--- src/rtl/uc_ctrl_pkg.sv ---
// Shared opcode classes, FSM state encoding and the raw control bundle of
// the microc control unit.
package uc_ctrl_pkg;

  localparam logic [3:0] OPC_LI   = 4'b1000;
  localparam logic [3:0] OPC_J    = 4'b1001;
  localparam logic [3:0] OPC_JZ   = 4'b1010;
  localparam logic [3:0] OPC_JNZ  = 4'b1011;
  localparam logic [5:0] OPC_HALT = 6'b111111;

  typedef enum logic [2:0] {
    ST_BOOT   = 3'd0,
    ST_RUN    = 3'd1,
    ST_PAUSE  = 3'd2,
    ST_STEP   = 3'd3,
    ST_HALTED = 3'd4
  } uc_state_e;

  typedef struct packed {
    logic       s_inc;
    logic       s_inm;
    logic       we3;
    logic       wez;
    logic       pc_en;
    logic [2:0] op;
  } uc_ctl_t;

endpackage

--- src/rtl/uc_ctrl_decoder.sv ---
// Combinational opcode/zero-flag decode into raw (ungated) datapath controls.
module uc_decoder
  import uc_ctrl_pkg::*;
#(
  parameter logic [5:0] HALT_OPC = OPC_HALT
) (
  input  logic [5:0] opcode_i,
  input  logic       z_i,
  output uc_ctl_t    ctl_o,
  output logic       is_halt_o,
  output logic       is_illegal_o
);

  always_comb begin
    ctl_o        = '{s_inc: 1'b1, s_inm: 1'b0, we3: 1'b0, wez: 1'b0,
                     pc_en: 1'b1, op: 3'b000};
    is_halt_o    = 1'b0;
    is_illegal_o = 1'b0;
    // Halt is matched first so it wins over any class it overlaps.
    if (opcode_i == HALT_OPC) begin
      ctl_o.pc_en = 1'b0;
      is_halt_o   = 1'b1;
    end else if (!opcode_i[5]) begin
      ctl_o.op  = opcode_i[4:2];
      ctl_o.we3 = 1'b1;
      ctl_o.wez = 1'b1;
    end else begin
      case (opcode_i[5:2])
        OPC_LI: begin
          ctl_o.s_inm = 1'b1;
          ctl_o.we3   = 1'b1;
        end
        OPC_J:   ctl_o.s_inc = 1'b0;
        OPC_JZ:  ctl_o.s_inc = ~z_i;
        OPC_JNZ: ctl_o.s_inc = z_i;
        default: is_illegal_o = 1'b1;
      endcase
    end
  end

endmodule

--- src/rtl/uc_ctrl.sv ---
// microc control unit: decode, run/pause/step/halt sequencing, sticky
// illegal-opcode flag and saturating retired-instruction counter.
module uc_ctrl
  import uc_ctrl_pkg::*;
#(
  parameter int         ICW      = 16,
  parameter logic [5:0] HALT_OPC = OPC_HALT
) (
  input  logic           clk,
  input  logic           reset,
  input  logic [5:0]     Opcode,
  input  logic           z,
  input  logic           run,
  input  logic           step,
  output logic           s_inc,
  output logic           s_inm,
  output logic           we3,
  output logic           wez,
  output logic [2:0]     Op,
  output logic           pc_en,
  output logic           halted,
  output logic           illegal,
  output logic [ICW-1:0] icount,
  output uc_state_e      dbg_state_o
);

  uc_state_e      state_q, state_d;
  logic           step_q;
  logic           illegal_q, illegal_d;
  logic [ICW-1:0] icount_q, icount_d;
  uc_ctl_t        ctl;
  logic           is_halt, is_illegal;
  logic           exec, step_rise;

  uc_decoder #(.HALT_OPC(HALT_OPC)) u_dec (
    .opcode_i     (Opcode),
    .z_i          (z),
    .ctl_o        (ctl),
    .is_halt_o    (is_halt),
    .is_illegal_o (is_illegal)
  );

  assign exec      = (state_q == ST_RUN) || (state_q == ST_STEP);
  assign step_rise = step & ~step_q;

  always_comb begin
    state_d = state_q;
    case (state_q)
      ST_BOOT:   state_d = run ? ST_RUN : ST_PAUSE;
      ST_RUN: begin
        if (is_halt)   state_d = ST_HALTED;
        else if (!run) state_d = ST_PAUSE;
      end
      ST_PAUSE: begin
        if (run)            state_d = ST_RUN;
        else if (step_rise) state_d = ST_STEP;
      end
      ST_STEP: begin
        if (is_halt)  state_d = ST_HALTED;
        else if (run) state_d = ST_RUN;
        else          state_d = ST_PAUSE;
      end
      ST_HALTED: state_d = ST_HALTED;
      default:   state_d = ST_BOOT;
    endcase
  end

  always_comb begin
    icount_d  = icount_q;
    illegal_d = illegal_q;
    if (exec && !is_halt && (icount_q != '1)) icount_d = icount_q + ICW'(1);
    if (exec && is_illegal) illegal_d = 1'b1;
  end

  always_ff @(posedge clk or negedge reset) begin
    if (!reset) begin
      state_q   <= ST_BOOT;
      step_q    <= 1'b0;
      illegal_q <= 1'b0;
      icount_q  <= '0;
    end else begin
      state_q   <= state_d;
      step_q    <= step;
      illegal_q <= illegal_d;
      icount_q  <= icount_d;
    end
  end

  // Reset is used combinationally so outputs settle in the same delta as the
  // asynchronous clear, with no partial write leaking through.
  always_comb begin
    s_inc = 1'b1;
    s_inm = 1'b0;
    we3   = 1'b0;
    wez   = 1'b0;
    Op    = 3'b000;
    pc_en = 1'b0;
    if (reset) begin
      s_inc = ctl.s_inc;
      s_inm = ctl.s_inm;
      Op    = ctl.op;
      if (exec) begin
        we3   = ctl.we3;
        wez   = ctl.wez;
        pc_en = ctl.pc_en;
      end
    end
  end

  assign halted      = (state_q == ST_HALTED);
  assign illegal     = illegal_q;
  assign icount      = icount_q;
  assign dbg_state_o = state_q;

endmodule

--- config.mk ---
export PLATFORM = sky130hd
export DESIGN_NAME = uc_ctrl
export DESIGN_NICKNAME = d
export VERILOG_FILES = /design/src/rtl/uc_ctrl_pkg.sv /design/src/rtl/uc_ctrl_decoder.sv /design/src/rtl/uc_ctrl.sv
export SDC_FILE = /design/constraint.sdc
export NUM_CORES = 1
export LEC_CHECK = 0
export CAP_MARGIN = 20
export CELL_PAD_IN_SITES_DETAIL_PLACEMENT = 1
export CELL_PAD_IN_SITES_GLOBAL_PLACEMENT = 1
export CORE_UTILIZATION = 33
export CTS_BUF_LIST = sky130_fd_sc_hd__clkbuf_16
export CTS_CLUSTER_DIAMETER = 150
export CTS_CLUSTER_SIZE = 14
export DETAILED_ROUTE_END_ITERATION = 7
export PLACE_DENSITY_LB_ADDON = 0.1
export SLEW_MARGIN = 15
export SYNTH_ARGS = -nofsm -noshare
export SYNTH_HDL_FRONTEND = slang
export SYNTH_SLANG_ARGS = --single-unit
--- constraint.sdc ---
create_clock -name clk -period 1.62 [get_ports clk]
set_input_delay 0.162 -clock clk [delete_from_list [all_inputs] [get_ports clk]]
set_output_delay 0.162 -clock clk [all_outputs]
set_load 0.01 [all_outputs]
==> results of run 1 <==
==> flip-flops by register name, summed over array words and instances, names as in the netlist <==
name / cells
dbg_state_o: 3
step_q: 1
illegal: 1
icount: 16
==> final timing paths <==
kind | end | cells past startpoint | start | slack, ns
setup / recovery | icount[1]$_DFFE_PN0P_ | 6 | icount[1]$_DFFE_PN0P_ | -0.02
hold / removal | dbg_state_o[0]$_DFFE_PN0P_ | 2 | reset | 0.1
setup reg to reg | icount[1]$_DFFE_PN0P_ | 6 | icount[1]$_DFFE_PN0P_ | -0.02
hold reg to reg | illegal$_DFFE_PN0P_ | 1 | illegal$_DFFE_PN0P_ | 0.49
max in group asynchronous | dbg_state_o[2]$_DFFE_PN0P_ | 2 | reset | 1.29
min in group clk | step_q$_DFF_PN0_ | 1 | step | 0.38
==> worst max-delay path: cells and delay by family (launching register included) <==
| family | cells | cell delay (ns) |
|---|---|---|
| AND/OR/NAND/NOR | 3 | 0.42 |
| flip-flops | 1 | 0.39 |
| multiplexers | 1 | 0.31 |
| adder cells (fa/ha/maj) | 1 | 0.22 |
| buffers and inverters | 1 | 0.19 |
==> cells by family (layout without fill, tap and decap cells) <==
group           after synthesis  count (layout)  share of synthesized area (%)
xor+xnor                     16              16                           12.7
buf+inv                       3              73                           2.03
flops                        21              21                           47.5
mux                           1               1                           1.02
fa+ha+maj                     1               1                           1.13
simple gates                 58              58                           29.4
compound gates                7               7                           6.33
==> cell usage in the layout (no fill, tap or decap), types with 2 or more instances in the layout <==
master,count
clkdlybuf4s50_1,27
nor4_4,3
clkbuf_16,3
nor3_2,5
and2_1,4
nor2_1,7
nor2_2,2
dlygate4sd2_1,8
nand2_1,8
nor3b_2,2
dfrtp_1,20
nand4_1,4
nand3_1,6
buf_4,26
nor4_2,3
buf_6,2
nand2b_1,2
xor2_1,15
clkdlybuf4s15_1,2
nor3_1,5
==> per-stage QoR <==
step	instance area [µm²]	std cells	hold slack [ns]
3_3_place_gp	1680	208	0.452
2_1_floorplan	1110	107	-0.134
5_1_grt	1920	221	0.151
6_report	1920	221	0.0973
3_5_place_dp	1680	208	0.465
4_1_cts	1790	213	0.119
==> power groups by stage <==
stage               Combinational (µW)  Clock (µW)  Sequential [µW]
global placement                   614           0              728
CTS                                646         534              737
floorplan                          213           0              776
detailed placement                 644           0              743
finish                             723         534              734
global route                       780         559              747
==> layout make-up <==
| type | instances | area (µm²) |
|---|---|---|
| Multi-Input combinational cell | 83 | 658 |
| Timing Repair Buffer | 68 | 601 |
| Inverter | 1 | 3.75 |
| Clock inverter | 1 | 5.00 |
| Tap cell | 44 | 55.1 |
| Fill cell | 350 | 1200 |
| Clock buffer | 3 | 75.1 |
| Sequential cell | 21 | 527 |
==> layer usage <==
metal	routed length [µm]	vias up	part of all wire, %
met3	89	0	2.4
met5	0	-	0
met1	1730	538	47
met4	0	0	0
li1	-	518	-
met2	1870	25	51
==> timing repair <==
action | in CTS | in global routing
cloned | 0 | 1
setup buffers | 1 | 7
pin swaps | 1 | 4
setup endpoints to repair | 12 | 17
gates resized for setup | 18 | 19
hold endpoints to repair | 0 | 0
==> results by group, run 1 <==
CTS
  – Worst-Skew Late Latency: 0.25 ns
  – H-Tree Depth: 1
  – Hold buffers post-CTS: 0
  – Clock sinks: 21
  – Clk slew on worst S/H paths: 0.06 ns
  – Bufs on Longest Clock Path: 2
  – CTS tree: built
  – Num CTS Buffers: 3
  – Root Buffer: clkbuf_16

Worst setup path
  – Crit start category: register
  – Crit-path max cell delay: 0.39 ns
  – Critical-path maximum fanout: 3
  – CP required: 1.76 ns
  – Setup crit end kind: register
  – Cell Chain, Critical Path: ha_2, nand4_1, nor4_4, buf_4, nor2_2, mux2_1
  – Worst Setup Path Type: register to register
  – CP max-delay cell: dfrtp_1
  – WP data arrival: 1.78 ns

Routing
  – Routed WL per cell: 16.7 µm
  – Vias: 1,081
  – Routed WL: 3690 µm
  – Vias per inst: 4.89
  – Detail Route Antenna Nets: 0
  – Drt drc: 0
  – DRT iter0 DRCs: 52
  – 1st-pass router iterations: 4

STA
  – Final setup TNS: -0.0653 ns
  – Fmax: 0.610 GHz
  – Max-Slew Margin vs Limit: 62.3%
  – Final setup fails: 4
  – Tcrit/Tclk final: 101%
  – RSZ-0062 raised after global routing: true
  – Final worst-path setup slack: -0.0191 ns
  – Final hold vios: 0
  – Actual slew at the worst max-slew pin: 0.563 ns
  – Clock period minus worst slack: 1.64 ns
  – Post-Route Skew: 0.00224 ns
  – Fin. max-slew vios: 0

Yosys
  – EDFF count, synth: 0
  – Top post-synthesis cells by area: dfrtp_1, xor2_1, nor3_1
  – Post-synth top area share: 47.5%
  – Post-Syn Nets: 119
  – Seq/Total Area, Yosys: 47.5%
  – Most numerous cell in the Yosys netlist: dfrtp_1
  – Synth Register Bits: 21
  – Synth area leader: dfrtp_1
  – Post-synth top cells: dfrtp_1, xor2_1, nor3_1
  – Synth async-reset ratio: 100%
  – Count of cell types in the netlist: 31
  – Warning count from the yosys run: 0
  – Synthesized area per cell: 10.3 µm²
  – Main flop type after synthesis: dfrtp_1
  – Mapped cell area: 0.00111 mm²
  – Syn Inst Count: 107

Power
  – Comb pwr share: 36.3%
  – Sw Ratio: 32.0%
  – Clock power share: 26.8%
  – Internal: 1350 µW
  – Post-layout power: 1990 µW
  – Psw: 638 µW
  – Max VDD drop: 0.621 mV
  – Sequential fraction of design power: 36.9%
  – Leakage: 0.000898 µW
  – Power per cell area: 1040 mW/mm²

Global routing
  – Tot GR Track Use: 20.4%
  – First-pass GRT wire length: 5480 µm
  – Met3 GRT Util: 2.60%
  – M1 GR Usage: 27.8%
  – Pin count of the biggest net entering global routing: 22
  – Met2 Resource Use GR: 35.2%
  – Grt total ovfl: 0
  – Vias in the first global route: 1,079
  – GR peak layer: met2
  – Antenna violations before repair: 0

Placement
  – HPWL after DPL: 2490 µm
  – Gp weighted congestion: 0.751
  – Place WS: -0.317 ns
  – I/O Buffers: 39

Finish
  – Layout cells sized above 1: 32.2%
  – Final Util: 61.5%
  – Nets: 190
  – Area Overhead vs Synth: 73.8%
  – N_diodes: 0

Run status
  – Failing checks: negative setup slack
  – Outcome: finished, violations left

Flow run
  – Max-Cap Viols: 0

Die
  – IO Count: 40
  – Starting Density: 35.4%
  – Row cnt: 20
  – DIE AREA: 0.00359 mm²
  – Die height: 59.9 µm
  – Die width: 59.9 µm
  – Placeable Area: 0.00313 mm²

Worst hold path
  – Tightest Hold Check Type: input port to async pin
(Power assumes the default switching activity.)
==> inputs of run 2 (changes only) <==
--- a/constraint.sdc
+++ b/constraint.sdc
@@ -3,2 +3,2 @@
 set_output_delay 0.162 -clock clk [all_outputs]
-set_load 0.01 [all_outputs]
+set_load 0.005 [all_outputs]
==> run 2 against run 1 <==
Compared with the run above: the flow now finishes without violations; non-clock buffer count decreased by 3; final area down 3.2%; utilization fell by 2.0 points; cell count fell by 1.4%; routed wire length is 6.5% lower; combinational power down 16%; sequential cell count stayed put; clock skew about the same; via count grew 0.46%; global-route usage grew 1.0 points.
==> results by group, run 2 (synthesized netlist as in run 1, its figures left out) <==
Run status
  – Outcome: complete, no violations

CTS
  – Clk slew on worst S/H paths: 0.06 ns (about the same)
  – Worst-Skew Late Latency: 0.25 ns (about the same)
  – CTS tree: built
  – Bufs on Longest Clock Path: 2 (unchanged)
  – Clock sinks: 21 (unchanged)
  – Num CTS Buffers: 3 (unchanged)
  – Root Buffer: clkbuf_16
  – H-Tree Depth: 1 (unchanged)

Worst setup path
  – CP delay by family, top: simple AND/OR/NAND/NOR gates
  – Crit-path max cell delay: 0.40 ns (about the same)
  – CP required: 1.79 ns (+0.03 ns)
  – Crit start category: register
  – Cell Chain, Critical Path: and2b_2, o21ai_2, buf_4, nor4_2, xor2_1
  – Buf/Inv on CP: 1 (unchanged)
  – WP data arrival: 1.78 ns (about the same)
  – Critical-path maximum fanout: 9 (+6)
  – Setup crit end kind: register
  – CP max-delay cell: dfrtp_1
  – Worst Setup Path Type: register to register

Die
  – DIE AREA: 0.00359 mm² (unchanged)
  – Starting Density: 35.4% (unchanged)
  – Die width: 59.9 µm (unchanged)
  – Row cnt: 20 (unchanged)
  – Placeable Area: 0.00313 mm² (unchanged)
  – Die height: 59.9 µm (unchanged)
  – IO Count: 40 (unchanged)

STA
  – Final setup fails: 0 (-4)
  – Fin. max-slew vios: 0 (unchanged)
  – Fmax: 0.618 GHz (+1.3%)
  – Tcrit/Tclk final: 99.9% (-1.3 points)
  – Post-Route Skew: 0.00256 ns (+0.000318 ns)
  – Final hold vios: 0 (unchanged)
  – Actual slew at the worst max-slew pin: 0.378 ns (-0.185 ns)
  – RSZ-0062 raised after global routing: true
  – Max-Slew Margin vs Limit: 74.7% (+12 points)
  – Final setup TNS: 0 ns (+0.0653 ns)
  – Clock period minus worst slack: 1.62 ns (-0.0209 ns)
  – Hold_ws: 0.0348 ns (-0.0625 ns)

Power
  – Leakage: 0.000859 µW (-4.3%)
  – Max VDD drop: 0.949 mV (+53%)
  – Power per cell area: 1000 mW/mm² (-3.0%)

Global routing
  – Antenna violations before repair: 0 (unchanged)
  – Vias in the first global route: 1,124 (+4.2%)
  – Tot GR Track Use: 21.4% (+1.0 points)
  – Grt total ovfl: 0 (unchanged)
  – Pin count of the biggest net entering global routing: 16 (-27%)
  – First-pass GRT wire length: 5620 µm (+2.5%)

Routing
  – Routed WL: 3450 µm (-6.5%)
  – 1st-pass router iterations: 3 (-1)
  – Vias: 1,086 (+0.46%)
  – DRT iter0 DRCs: 33 (-37%)
  – Vias per inst: 4.98 (+1.8%)
  – Drt drc: 0 (unchanged)
  – Routed WL per cell: 15.8 µm (-5.2%)
  – Detail Route Antenna Nets: 0 (unchanged)

Finish
  – Area Overhead vs Synth: 68.2%
  – Most common cell after layout, fill and taps aside: clkdlybuf4s50_1
  – Layout cells sized above 1: 25.9% (-6.3 points)
  – Most frequent cells in the layout: clkdlybuf4s50_1, buf_4, dfrtp_1
  – Max reg flops: 16 (unchanged)
  – Nets: 187 (-1.6%)
  – Layout fillers: 365 (+4.3%)
  – N_diodes: 0 (unchanged)

Placement
  – Gp weighted congestion: 0.767 (+2.1%)
  – HPWL after DPL: 2600 µm (+4.6%)
  – I/O Buffers: 39 (unchanged)

Worst hold path
  – Tightest Hold Check Type: input port to async pin

Flow run
  – Max-Cap Viols: 0 (unchanged)
[run 2: cell count changes in the layout (fill, tap and decap cells not counted), moves of 2 or more]
cell	previous run	this run
nor3_1	5	9
nor3_2	5	1
clkdlybuf4s50_1	27	30
clkdlybuf4s15_1	2	0
nor2_2	2	0
[run 2: metal layers]
| metal | track usage [%] | share of wire (%) |
|---|---|---|
| met1 | 25.9 | 44 |
| met4 | 4.98 | 0.99 |
| met2 | 38.4 | 52 |
| met5 | 0 | 0 |
| met3 | 4.76 | 3.2 |
[run 2: per-stage QoR]
stage | instances | power (µW) | instance area, µm² | util, % | setup WS, ns
after detailed placement | 210 | 1340 | 1700 | 54.3 | -0.287
after global routing | 218 | 1970 | 1860 | 59.6 | -0.0707
after CTS | 217 | 1880 | 1810 | 57.8 | 0.00134
after global placement | 210 | 1300 | 1700 | 54.3 | -0.193
final | 218 | 1870 | 1860 | 59.6 | 0.00181
after floorplan | 107 | 951 | 1110 | - | 0.115
[run 2: area by class of cell]
class	count	area, µm²	share of cell area, %
Clock inverter	1	5.00	0.269
Inverter	1	3.75	0.201
Tap cell	44	55.1	2.95
Clock buffer	3	75.1	4.03
Timing Repair Buffer	65	578	31.0
Multi-Input combinational cell	83	619	33.2
Sequential cell	21	527	28.3
[run 2: what timing repair did]
action / CTS / global route
hold buffers: 0 / 0
pin swaps: 3 / 3
gates resized for setup: 13 / 8
endpoints found under the setup margin: 13 / 16
setup buffers: 3 / 1
[run 2: path summary, 6_finish.rpt]
path	from	endpoint	slack (ns)	depth (start not counted)
worst max-delay path	dbg_state_o[2]$_DFFE_PN0P_	icount[12]$_DFFE_PN0P_	0.002	5
worst min-delay path	reset	illegal$_DFFE_PN0P_	0.03	2
worst max register to register	dbg_state_o[2]$_DFFE_PN0P_	icount[12]$_DFFE_PN0P_	0.002	5
worst min register to register	dbg_state_o[2]$_DFFE_PN0P_	dbg_state_o[0]$_DFFE_PN0P_	0.48	1
max in group asynchronous	reset	icount[5]$_DFFE_PN0P_	1.35	2
min in group clk	Opcode[4]	illegal$_DFFE_PN0P_	0.37	2
[run 2: report_power, final]
group	leakage (µW)	switching, µW	internal (µW)
combinational	0.000551	247	360
sequential	0.000267	116	623
clock	0.0000409	192	332
total	0.000859	556	1310
[run 2: worst reg2reg max path, delay by kind of cell, from the launching register on]
| family | cells | cell delay [ns] |
|---|---|---|
| AND/OR/NAND/NOR | 2 | 0.64 |
| flip-flops | 1 | 0.40 |
| XOR/XNOR | 1 | 0.22 |
| buffers and inverters | 1 | 0.18 |
| AO/OA/AOI/OAI | 1 | 0.08 |
